**config.mk**
```make
export PLATFORM = sky130hd
export DESIGN_NAME = lcd_timing_ctrl
export DESIGN_NICKNAME = d
export VERILOG_FILES = /design/src/rtl/reg_map_pkg.sv /design/src/rtl/lcd_axis_gen.sv /design/src/rtl/lcd_timing_ctrl.sv
export SDC_FILE = /design/constraint.sdc
export NUM_CORES = 1
export LEC_CHECK = 0
export CORE_ASPECT_RATIO = 1.75
export CORE_UTILIZATION = 55
export CTS_BUF_LIST = sky130_fd_sc_hd__clkbuf_4 sky130_fd_sc_hd__clkbuf_8
export DETAILED_ROUTE_END_ITERATION = 10
export PLACE_DENSITY = 0.79
export SLEW_MARGIN = 20
export SYNTH_ARGS = -nofsm -noshare
export SYNTH_HDL_FRONTEND = slang
export SYNTH_HIERARCHICAL = 1
export SYNTH_SLANG_ARGS = --single-unit
```
**constraint.sdc**
```tcl
create_clock -name clk -period 8.5 [get_ports clk]
set_clock_uncertainty 0.2 [all_clocks]
set_input_delay 0.85 -clock clk [delete_from_list [all_inputs] [get_ports clk]]
set_output_delay 0.85 -clock clk [all_outputs]
set_load 0.02 [all_outputs]
```
**src/rtl/reg_map_pkg.sv**
```systemverilog
// Register map, timing field layout and reset timings for the LCD timing controller.
// Shared by the controller top and its per-axis raster generator.
package reg_map_pkg;

  localparam logic [31:0] BASE_LCD_CTRL = 32'hf800_2000;

  localparam logic [4:0] R_LCD_CTRL      = 5'h00;
  localparam logic [4:0] R_LCD_HTIM0     = 5'h04;
  localparam logic [4:0] R_LCD_HTIM1     = 5'h08;
  localparam logic [4:0] R_LCD_VTIM0     = 5'h0C;
  localparam logic [4:0] R_LCD_VTIM1     = 5'h10;
  localparam logic [4:0] R_LCD_POS       = 5'h14;
  localparam logic [4:0] R_LCD_FRAME_CNT = 5'h18;

  typedef struct packed {
    logic [9:0] sync;
    logic [9:0] bp;
    logic [9:0] act;
    logic [9:0] fp;
  } lcd_axis_t;

  localparam lcd_axis_t LCD_H_DEFAULT = '{sync: 10'd30, bp: 10'd29, act: 10'd320, fp: 10'd29};
  localparam lcd_axis_t LCD_V_DEFAULT = '{sync: 10'd8,  bp: 10'd7,  act: 10'd480, fp: 10'd7};

  // Deliberately 12-bit: oversized programming wraps rather than widening the counters.
  function automatic logic [11:0] axis_total(input lcd_axis_t a);
    return 12'(a.sync) + 12'(a.bp) + 12'(a.act) + 12'(a.fp);
  endfunction

endpackage

```
**src/rtl/lcd_axis_gen.sv**
```systemverilog
// One raster axis: position counter with wrap, plus sync and active-area decode.
// Wrap and decode are combinational from the registered position; pos updates one clk after step.
module lcd_axis_gen
  import reg_map_pkg::*;
(
  input  logic        clk,
  input  logic        rst_n,
  input  lcd_axis_t   cfg_i,
  input  logic        step_i,
  input  logic        clr_i,
  output logic [11:0] pos_o,
  output logic        wrap_o,
  output logic        sync_n_o,
  output logic        active_o
);

  logic [11:0] pos_q, pos_d;
  logic [11:0] total, last, act_start, act_end;

  // A zero total behaves as a one-position axis so the counter parks at 0.
  always_comb begin
    total     = axis_total(cfg_i);
    last      = (total == 12'd0) ? 12'd0 : total - 12'd1;
    act_start = 12'(cfg_i.sync) + 12'(cfg_i.bp);
    act_end   = act_start + 12'(cfg_i.act);
  end

  assign wrap_o   = step_i && (pos_q == last);
  assign sync_n_o = (pos_q >= 12'(cfg_i.sync));
  assign active_o = (cfg_i.act != 10'd0) && (pos_q >= act_start) && (pos_q < act_end);
  assign pos_o    = pos_q;

  always_comb begin
    pos_d = pos_q;
    if (clr_i) begin
      pos_d = 12'd0;
    end else if (wrap_o) begin
      pos_d = 12'd0;
    end else if (step_i) begin
      pos_d = pos_q + 12'd1;
    end
  end

  always_ff @(posedge clk) begin
    if (!rst_n) begin
      pos_q <= 12'd0;
    end else begin
      pos_q <= pos_d;
    end
  end

endmodule

```
**src/rtl/lcd_timing_ctrl.sv**
```systemverilog
// Bus-programmable LCD raster timing: pixel strobe, h/v counters, registered sync/data_en/dotclk.
// LCD outputs lag the counters by one clk; timing writes are shadowed until the frame wrap.
module lcd_timing_ctrl
  import reg_map_pkg::*;
#(
  parameter int unsigned CLK_DIV = 4,
  parameter logic [31:0] BASE    = BASE_LCD_CTRL
) (
  input  logic        clk,
  input  logic        rst_n,
  input  logic [31:0] bus_addr,
  input  logic [31:0] bus_wdata,
  input  logic        bus_wen,
  input  logic        bus_ren,
  output logic [31:0] bus_rdata,
  output logic        pix_en,
  output logic [11:0] hpos,
  output logic [11:0] vpos,
  output logic        frame_start,
  output logic        lcd_dotclk,
  output logic        lcd_hsync,
  output logic        lcd_vsync,
  output logic        lcd_data_en
);

  localparam int unsigned DW = $clog2(CLK_DIV);

  logic [DW-1:0] div_q, div_d;
  logic          en_q, en_d, pending_q, pending_d;
  lcd_axis_t     h_stage_q, h_stage_d, v_stage_q, v_stage_d;
  lcd_axis_t     h_cur_q, h_cur_d, v_cur_q, v_cur_d;
  logic [31:0]   fcnt_q, fcnt_d;
  logic          dotclk_q, dotclk_d, hsync_q, hsync_d, vsync_q, vsync_d, de_q, de_d;

  logic        hit, run, clr, frame_wrap, load, stage_wr;
  logic [4:0]  off;
  logic        h_wrap, v_wrap, h_sync_n, v_sync_n, h_act, v_act;
  logic        unused_bits;

  assign hit = (bus_addr[31:5] == BASE[31:5]);
  assign off = bus_addr[4:0];
  assign unused_bits = ^{bus_ren, bus_wdata[31:26], bus_wdata[15:10]};

  // Stop on the edge that clears EN so the counters already read 0 in the following cycle.
  assign run = en_q && en_d;
  assign clr = !run;

  assign pix_en      = rst_n && en_q && (div_q == '0);
  assign frame_wrap  = h_wrap && v_wrap;
  assign frame_start = frame_wrap;
  assign load        = frame_wrap || !en_q;

  lcd_axis_gen u_hgen (
    .clk      (clk),
    .rst_n    (rst_n),
    .cfg_i    (h_cur_q),
    .step_i   (pix_en),
    .clr_i    (clr),
    .pos_o    (hpos),
    .wrap_o   (h_wrap),
    .sync_n_o (h_sync_n),
    .active_o (h_act)
  );

  lcd_axis_gen u_vgen (
    .clk      (clk),
    .rst_n    (rst_n),
    .cfg_i    (v_cur_q),
    .step_i   (h_wrap),
    .clr_i    (clr),
    .pos_o    (vpos),
    .wrap_o   (v_wrap),
    .sync_n_o (v_sync_n),
    .active_o (v_act)
  );

  always_comb begin
    en_d      = en_q;
    pending_d = pending_q;
    h_stage_d = h_stage_q;
    v_stage_d = v_stage_q;
    h_cur_d   = h_cur_q;
    v_cur_d   = v_cur_q;
    fcnt_d    = fcnt_q;
    stage_wr  = 1'b0;

    // Load takes the pre-write staging value; a same-cycle write keeps PENDING set.
    if (load) begin
      h_cur_d   = h_stage_q;
      v_cur_d   = v_stage_q;
      pending_d = 1'b0;
    end
    if (frame_wrap) begin
      fcnt_d = fcnt_q + 32'd1;
    end

    if (bus_wen && hit) begin
      case (off)
        R_LCD_CTRL: en_d = bus_wdata[0];
        R_LCD_HTIM0: begin
          h_stage_d.sync = bus_wdata[9:0];
          h_stage_d.bp   = bus_wdata[25:16];
          stage_wr       = 1'b1;
        end
        R_LCD_HTIM1: begin
          h_stage_d.act = bus_wdata[9:0];
          h_stage_d.fp  = bus_wdata[25:16];
          stage_wr      = 1'b1;
        end
        R_LCD_VTIM0: begin
          v_stage_d.sync = bus_wdata[9:0];
          v_stage_d.bp   = bus_wdata[25:16];
          stage_wr       = 1'b1;
        end
        R_LCD_VTIM1: begin
          v_stage_d.act = bus_wdata[9:0];
          v_stage_d.fp  = bus_wdata[25:16];
          stage_wr      = 1'b1;
        end
        R_LCD_FRAME_CNT: fcnt_d = 32'd0;
        default: ;
      endcase
    end
    if (stage_wr) begin
      pending_d = 1'b1;
    end

    div_d    = run ? div_q + DW'(1) : '0;
    dotclk_d = div_q[DW-1];
    hsync_d  = !en_q || h_sync_n;
    vsync_d  = !en_q || v_sync_n;
    de_d     = en_q && h_act && v_act;
  end

  always_ff @(posedge clk) begin
    if (!rst_n) begin
      div_q     <= '0;
      en_q      <= 1'b1;
      pending_q <= 1'b0;
      h_stage_q <= LCD_H_DEFAULT;
      v_stage_q <= LCD_V_DEFAULT;
      h_cur_q   <= LCD_H_DEFAULT;
      v_cur_q   <= LCD_V_DEFAULT;
      fcnt_q    <= 32'd0;
      dotclk_q  <= 1'b0;
      hsync_q   <= 1'b1;
      vsync_q   <= 1'b1;
      de_q      <= 1'b0;
    end else begin
      div_q     <= div_d;
      en_q      <= en_d;
      pending_q <= pending_d;
      h_stage_q <= h_stage_d;
      v_stage_q <= v_stage_d;
      h_cur_q   <= h_cur_d;
      v_cur_q   <= v_cur_d;
      fcnt_q    <= fcnt_d;
      dotclk_q  <= dotclk_d;
      hsync_q   <= hsync_d;
      vsync_q   <= vsync_d;
      de_q      <= de_d;
    end
  end

  assign lcd_dotclk  = dotclk_q;
  assign lcd_hsync   = hsync_q;
  assign lcd_vsync   = vsync_q;
  assign lcd_data_en = de_q;

  always_comb begin
    bus_rdata = 32'd0;
    if (hit) begin
      case (off)
        R_LCD_CTRL:      bus_rdata = {23'd0, pending_q, 7'd0, en_q};
        R_LCD_HTIM0:     bus_rdata = {6'd0, h_stage_q.bp, 6'd0, h_stage_q.sync};
        R_LCD_HTIM1:     bus_rdata = {6'd0, h_stage_q.fp, 6'd0, h_stage_q.act};
        R_LCD_VTIM0:     bus_rdata = {6'd0, v_stage_q.bp, 6'd0, v_stage_q.sync};
        R_LCD_VTIM1:     bus_rdata = {6'd0, v_stage_q.fp, 6'd0, v_stage_q.act};
        R_LCD_POS:       bus_rdata = {4'd0, vpos, 4'd0, hpos};
        R_LCD_FRAME_CNT: bus_rdata = fcnt_q;
        default:         bus_rdata = 32'd0;
      endcase
    end
  end

endmodule

```
==> impl_results.md, run 1 <==
- Half-perimeter wire length after placement: 36,600 µm
- I/O Pins: 130
- Routed Antenna Nets: 0
- Yosys top cell area share: 29.3%
- Residual DRC: 0
- Post-synth EDFFs: 0
- First-pass GRT wire length: 76,900 µm
- Die width: 128 µm
- Setup Viol. Count Final: 0
- Setup TNS: 0 ps
- Post-DP Area: 0.0168 mm²
- Syn_nets: 2,086
- Diode count: 0
- WS Path Type: flip-flop to output pin
- Global Route Usage Sum: 34.8%
- Worst endpoint data arrival time: 7150 ps
- Port bufs: 116
- Num rows: 80
- Final cell area excluding filler cells: 0.0176 mm²
- GRT Max-Usage Layer: met2
- Critical path startpoint category: flip-flop
- Routability congestion estimate: 0.979
- Grt ovf: 0
- Yosys reg bits: 224
- Fin. Hold Viols: 0
- Pre-CTS WS: -129 ps
- Die area: 0.0285 mm²
- Via/cell ratio: 6.34
- Post-Layout Cell Count: 2,363
- Most frequent cells in the layout: nand2_1, dfxtp_1, ha_1
- Clock tree buffer depth: 3
- Slew Viols, Final: 0
- Max transition margin: 23.4%
- DR WL/cell: 21.1 µm
- Via count: 14,971
- Syn avg cell area: 8.13 µm²
- Commonest non-fill, non-tap cell in the layout: nand2_1
- First-pass iteration count of the detailed router: 6
- Proportion of layout cells with a drive suffix above 1: 9.08%
- Clk_lat worst skew: 540 ps
- Met2 GRT Util: 58.3%
- Final WS setup: 298 ps
- Cells after DPL: 2,300
- Clk pin slew, worst setup/hold paths: 60 ps
- WHS: 219 ps
- CTS Root Cell: clkbuf_8
- Min Tclk post-route: 8200 ps
- Met1 usage: 39.6%
- Leakage power total: 7.36 nW
- Hold_buf cts: 0
- Routed WL: 50,000 µm
- Max cap viols: 0
- # nets final: 2,176
- CTS tree: built
- Ys async rst share: 0%
- Largest net degree at the start of global routing: 81
- Core area: 0.0273 mm²
- Mapped Area: 0.0153 mm²
- Synthesis Warnings: 6
- CP peak stage delay: 410 ps
- Synth area leader: dfxtp_1
- Initial antenna violation count: 0
- Crit-path max FO: 5
- Slowest CP cell: fa_1
- H-tree depth: 2
- Synthesis-to-finish area growth: 15.0%
- Sink Count: 224
- Critical path endpoint category: output pin
- Mapped Cells: 1,882
- DR iter-0 viols: 1,275
- Final period utilization: 96.5%
- Worst Tran Pin Value: 1150 ps
- CP required: 7450 ps
- Max Fclk: 0.122 GHz
- Dominant cells by area after synthesis: dfxtp_1, ha_1, nand2_1
- Outcome: complete, no violations
- Synth unique cells: 98
- Top FF cell, synth: dfxtp_1
- Min-Delay Path Class: flip-flop to flip-flop
- Grt met3 use: 4.33%
- Seq/Total Area, Yosys: 29.3%
- Vias in the first global route: 14,448
- Initial Util: 56.0%
- Cell Pwr Density: 119 mW/mm²
- Die boundary height: 223 µm
- Num CTS Buffers: 34
- Max IR drop VDD: 0.107 mV
[Yosys cell counts (all sizes together), types with 13 or more instances]
library cell	instances
nand2	302
dfxtp	224
a21oi	135
ha	130
inv	108
nor2	82
clkbuf	77
mux2i	68
a22oi	63
xnor2	62
nand3	60
a21o	44
nor3	41
nand4	39
o21ai	38
xor2	36
a211oi	29
a31oi	28
and2	22
nor4	21
o31ai	18
or4	18
buf	17
nand2b	15
and3	14
o21bai	14
nor2b	13
o21a	13
or3	13
[what timing repair did]
action / 4_1_cts / 5_1_grt
gates resized for setup: 5 / 20
buffers inserted: 0 / 5
pin swaps: 0 / 8
setup endpoints to repair: 9 / 70
[final timing paths]
check,start,endpoint,slack [ps],depth (start not counted)
worst max-delay path,h_cur_q[20],frame_start,300,32
worst min-delay path,div_q[0],div_q[0],220,1
worst max register to register,h_cur_q[20],fcnt_q[22],370,33
worst min register to register,div_q[0],div_q[0],220,1
[registers in the layout (all words and copies together), names as in the netlist]
name          cells
fcnt_q           32
pending_q         1
div_q             2
en_q              1
u_hgen/pos_o     12
lcd_hsync         1
h_stage_q        40
h_cur_q          40
v_cur_q          40
lcd_vsync         1
v_stage_q        40
u_vgen/pos_o     12
lcd_data_en       1
lcd_dotclk        1
[kinds of logic after synthesis]
group | count (synthesis) | synth area share, %
AND/OR/NAND/NOR | 682 | 21.9
AO/OA/AOI/OAI | 462 | 21.1
flip-flops | 224 | 29.3
buffers and inverters | 204 | 5.32
adder cells (fa/ha/maj) | 136 | 11.4
XOR/XNOR | 101 | 6.07
multiplexers | 73 | 4.87
[layout make-up]
cell class                 count  area (µm²)
clock inverter                 1        7.51
timing repair buffer         149        1430
fill                        2340        9720
inverter                     109         412
clock buffer                  57         703
tap                          369         462
sequential                   224        4480
multi-input combinational   1454       10100
[per-stage QoR]
stage	total power [mW]	util, %
floorplan	1.12	-
global placement	1.18	61.4
detailed placement	1.18	61.4
CTS	2.10	64.0
global route	2.16	64.4
finish	2.10	64.4
[metal layers]
metal	part of all wire (%)	wire length, µm
met5	0	0
met4	8.3	4150
met3	6.7	3360
met2	48	24100
met1	37	18300
[worst max-delay path, delay by kind of cell, from the launching register on]
family	cells	cell delay [ps]
muxes	1	320
xor gates and xnor gates	3	680
AOI/OAI and AO/OA	10	1390
and+or+nand+nor	11	2420
DFF	1	340
adders and majority gates	4	1180
buffers and inverters	3	290
[where the power goes]
part / switching, mW / leakage, nW / internal, mW
Clock: 0.423 / 0.376 / 0.518
Combinational: 0.0627 / 5.18 / 0.0406
Sequential: 0.00258 / 1.81 / 1.05
Total: 0.489 / 7.36 / 1.61
(Power assumes the default switching activity.)
==> run 2, diff against run 1 <==
ABC_CLOCK_PERIOD_IN_PS = 8500   (was default)
PLACE_DENSITY = 0.77   (was 0.79)
==> impl_results.md, run 2 (synthesis results as in run 1) <==
- Commonest non-fill, non-tap cell in the layout: nand2_1
- Min-Delay Path Class: flip-flop to flip-flop
- Num CTS Buffers: 35 (+2.9%)
- Largest net degree at the start of global routing: 81 (unchanged)
- CP peak stage delay: 400 ps (about the same)
- Synthesis-to-finish area growth: 15.0% (about the same)
- First-pass GRT wire length: 76,700 µm (-0.30%)
- I/O Pins: 130 (unchanged)
- # nets final: 2,172 (-0.18%)
- H-tree depth: 2 (unchanged)
- CP required: 7450 ps (about the same)
- Residual DRC: 0 (unchanged)
- Worst Tran Pin Value: 1170 ps (+22.8 ps)
- Clk_lat worst skew: 570 ps (+30 ps)
- WS Path Type: flip-flop to output pin
- Outcome: complete, no violations
- Max transition margin: 21.9% (-1.5 points)
- Clock tree buffer depth: 3 (unchanged)
- Worst R2R End: fcnt_q[28]
- Sink Count: 224 (unchanged)
- Routability congestion estimate: 0.999 (+2.0%)
- Worst reg2reg setup slack: 380 ps (about the same)
- Initial Util: 56.0% (unchanged)
- Max IR drop VDD: 0.102 mV (-4.4%)
- CTS Root Cell: clkbuf_8
- Min Tclk post-route: 8160 ps (-39.2 ps)
- Max Fclk: 0.123 GHz (+0.48%)
- Setup Viol. Count Final: 0 (unchanged)
- Leakage power total: 7.36 nW (about the same)
- Slew Viols, Final: 0 (unchanged)
- Reg2Reg Depth: 34 (+3.0%)
- Post-Layout Cell Count: 2,359 (-0.17%)
- Register area: 0.00449 mm² (about the same)
- Global Route Usage Sum: 34.9% (+0.072 points)
- Die width: 128 µm (unchanged)
- DR iter-0 viols: 1,284 (+0.71%)
- Vias in the first global route: 14,251 (-1.4%)
- Num rows: 80 (unchanged)
- DR WL/cell: 21.1 µm (-0.30%)
- Fin. Hold Viols: 0 (unchanged)
- Initial antenna violation count: 0 (unchanged)
- Fillers: 2,354 (+0.60%)
- R2r startpoint: h_cur_q[20]
- Worst endpoint data arrival time: 7110 ps (-40 ps)
- Total power: 2.14 mW (+2.1%)
- Most frequent cells in the layout: nand2_1, dfxtp_1, ha_1
- Die boundary height: 223 µm (unchanged)
- Routed WL: 49,700 µm (-0.47%)
- CTS tree: built
- Grt ovf: 0 (unchanged)
- Die area: 0.0285 mm² (unchanged)
- Diode count: 0 (unchanged)
- Proportion of layout cells with a drive suffix above 1: 8.94% (-0.13 points)
- Via/cell ratio: 6.28 (-0.83%)
- Critical path startpoint category: flip-flop
- Cell Pwr Density: 122 mW/mm² (+2.2%)
- Crit-path max FO: 5 (unchanged)
- Via count: 14,822 (-1.0%)
- Hold-critical path depth: 1 (unchanged)
- First-pass iteration count of the detailed router: 6 (unchanged)
- Multi-input logic area: 0.0101 mm² (about the same)
- Routed Antenna Nets: 0 (unchanged)
- Port bufs: 116 (unchanged)
- Final period utilization: 96.0% (-0.46 points)
- Critical path endpoint category: output pin
- Half-perimeter wire length after placement: 36,700 µm (+0.43%)
- Cells after DPL: 2,298 (-0.087%)
- Clk pin slew, worst setup/hold paths: 60 ps (about the same)
- WHS Endpoint: div_q[0]
- Core area: 0.0273 mm² (unchanged)
- Max cap viols: 0 (unchanged)
- Hold_sp: div_q[0]
- Slowest CP cell: or3_4
- Hold_buf cts: 0 (unchanged)
[run 2: cell count changes in the layout (fill, tap and decap cells not counted), sizes merged]
cell	previous run	this run
buf	34	30
clkbuf	58	54
clkinv	2	5
inv	107	108
[run 2: worst max-delay path by stage]
stage	startpoint	to	slack, ps	cells after the start
after floorplan	h_cur_q[30]	fcnt_q[22]	400	35
after global routing	h_cur_q[20]	fcnt_q[28]	-10	33
final	h_cur_q[20]	frame_start	340	32
after global placement	h_cur_q[30]	fcnt_q[30]	130	35
after detailed placement	h_cur_q[30]	fcnt_q[28]	-70	35
after CTS	h_cur_q[30]	frame_start	120	32
[run 2: critical path, delay by kind of cell, from the launching register on]
| family | cells | cell delay [ps] |
|---|---|---|
| buf+inv | 3 | 300 |
| fa+ha+maj | 4 | 1060 |
| compound gates | 10 | 1430 |
| mux | 1 | 320 |
| simple gates | 11 | 2500 |
| flops | 1 | 310 |
| xor+xnor | 3 | 660 |
[run 2: layout make-up]
cell class / instances / area share, %
inverter: 109 / 2.34
timing repair buffer: 144 / 7.91
multi-input combinational: 1454 / 57.5
clock buffer: 54 / 4.01
clock inverter: 5 / 0.178
sequential: 224 / 25.5
tap: 369 / 2.62
[run 2: what timing repair did]
item,4_1_cts,5_1_grt
setup endpoints to repair,7,16
cloned,0,0
pin swaps,1,8
setup buffers,0,2
gates resized for setup,8,15
[run 2: per-layer routing]
metal	routed length (µm)	GRT usage, %	part of all wire, %
met4	4480	29.1	9.0
met1	18500	38.9	37
met3	2890	4.86	5.8
met5	0	0	0
met2	23800	58.2	48
[run 2: through the flow]
| step | worst slack (ps) | utilization [%] | hold WS, ps | setup TNS (ps) | instance area (µm²) |
|---|---|---|---|---|---|
| global route | -14.2 | 64.4 | 260 | -14.2 | 17600 |
| CTS | 115 | 64.1 | 243 | 0 | 17500 |
| global placement | 129 | 61.3 | 209 | 0 | 16800 |
| floorplan | 401 | - | 201 | 0 | 15300 |
| detailed placement | -68.9 | 61.4 | 234 | -199 | 16800 |
| finish | 337 | 64.4 | 236 | 0 | 17600 |
[run 2: report_power, final]
part	internal [mW]	switching (mW)
registers	1.05	0.00550
logic	0.0398	0.0606
clock network	0.528	0.458
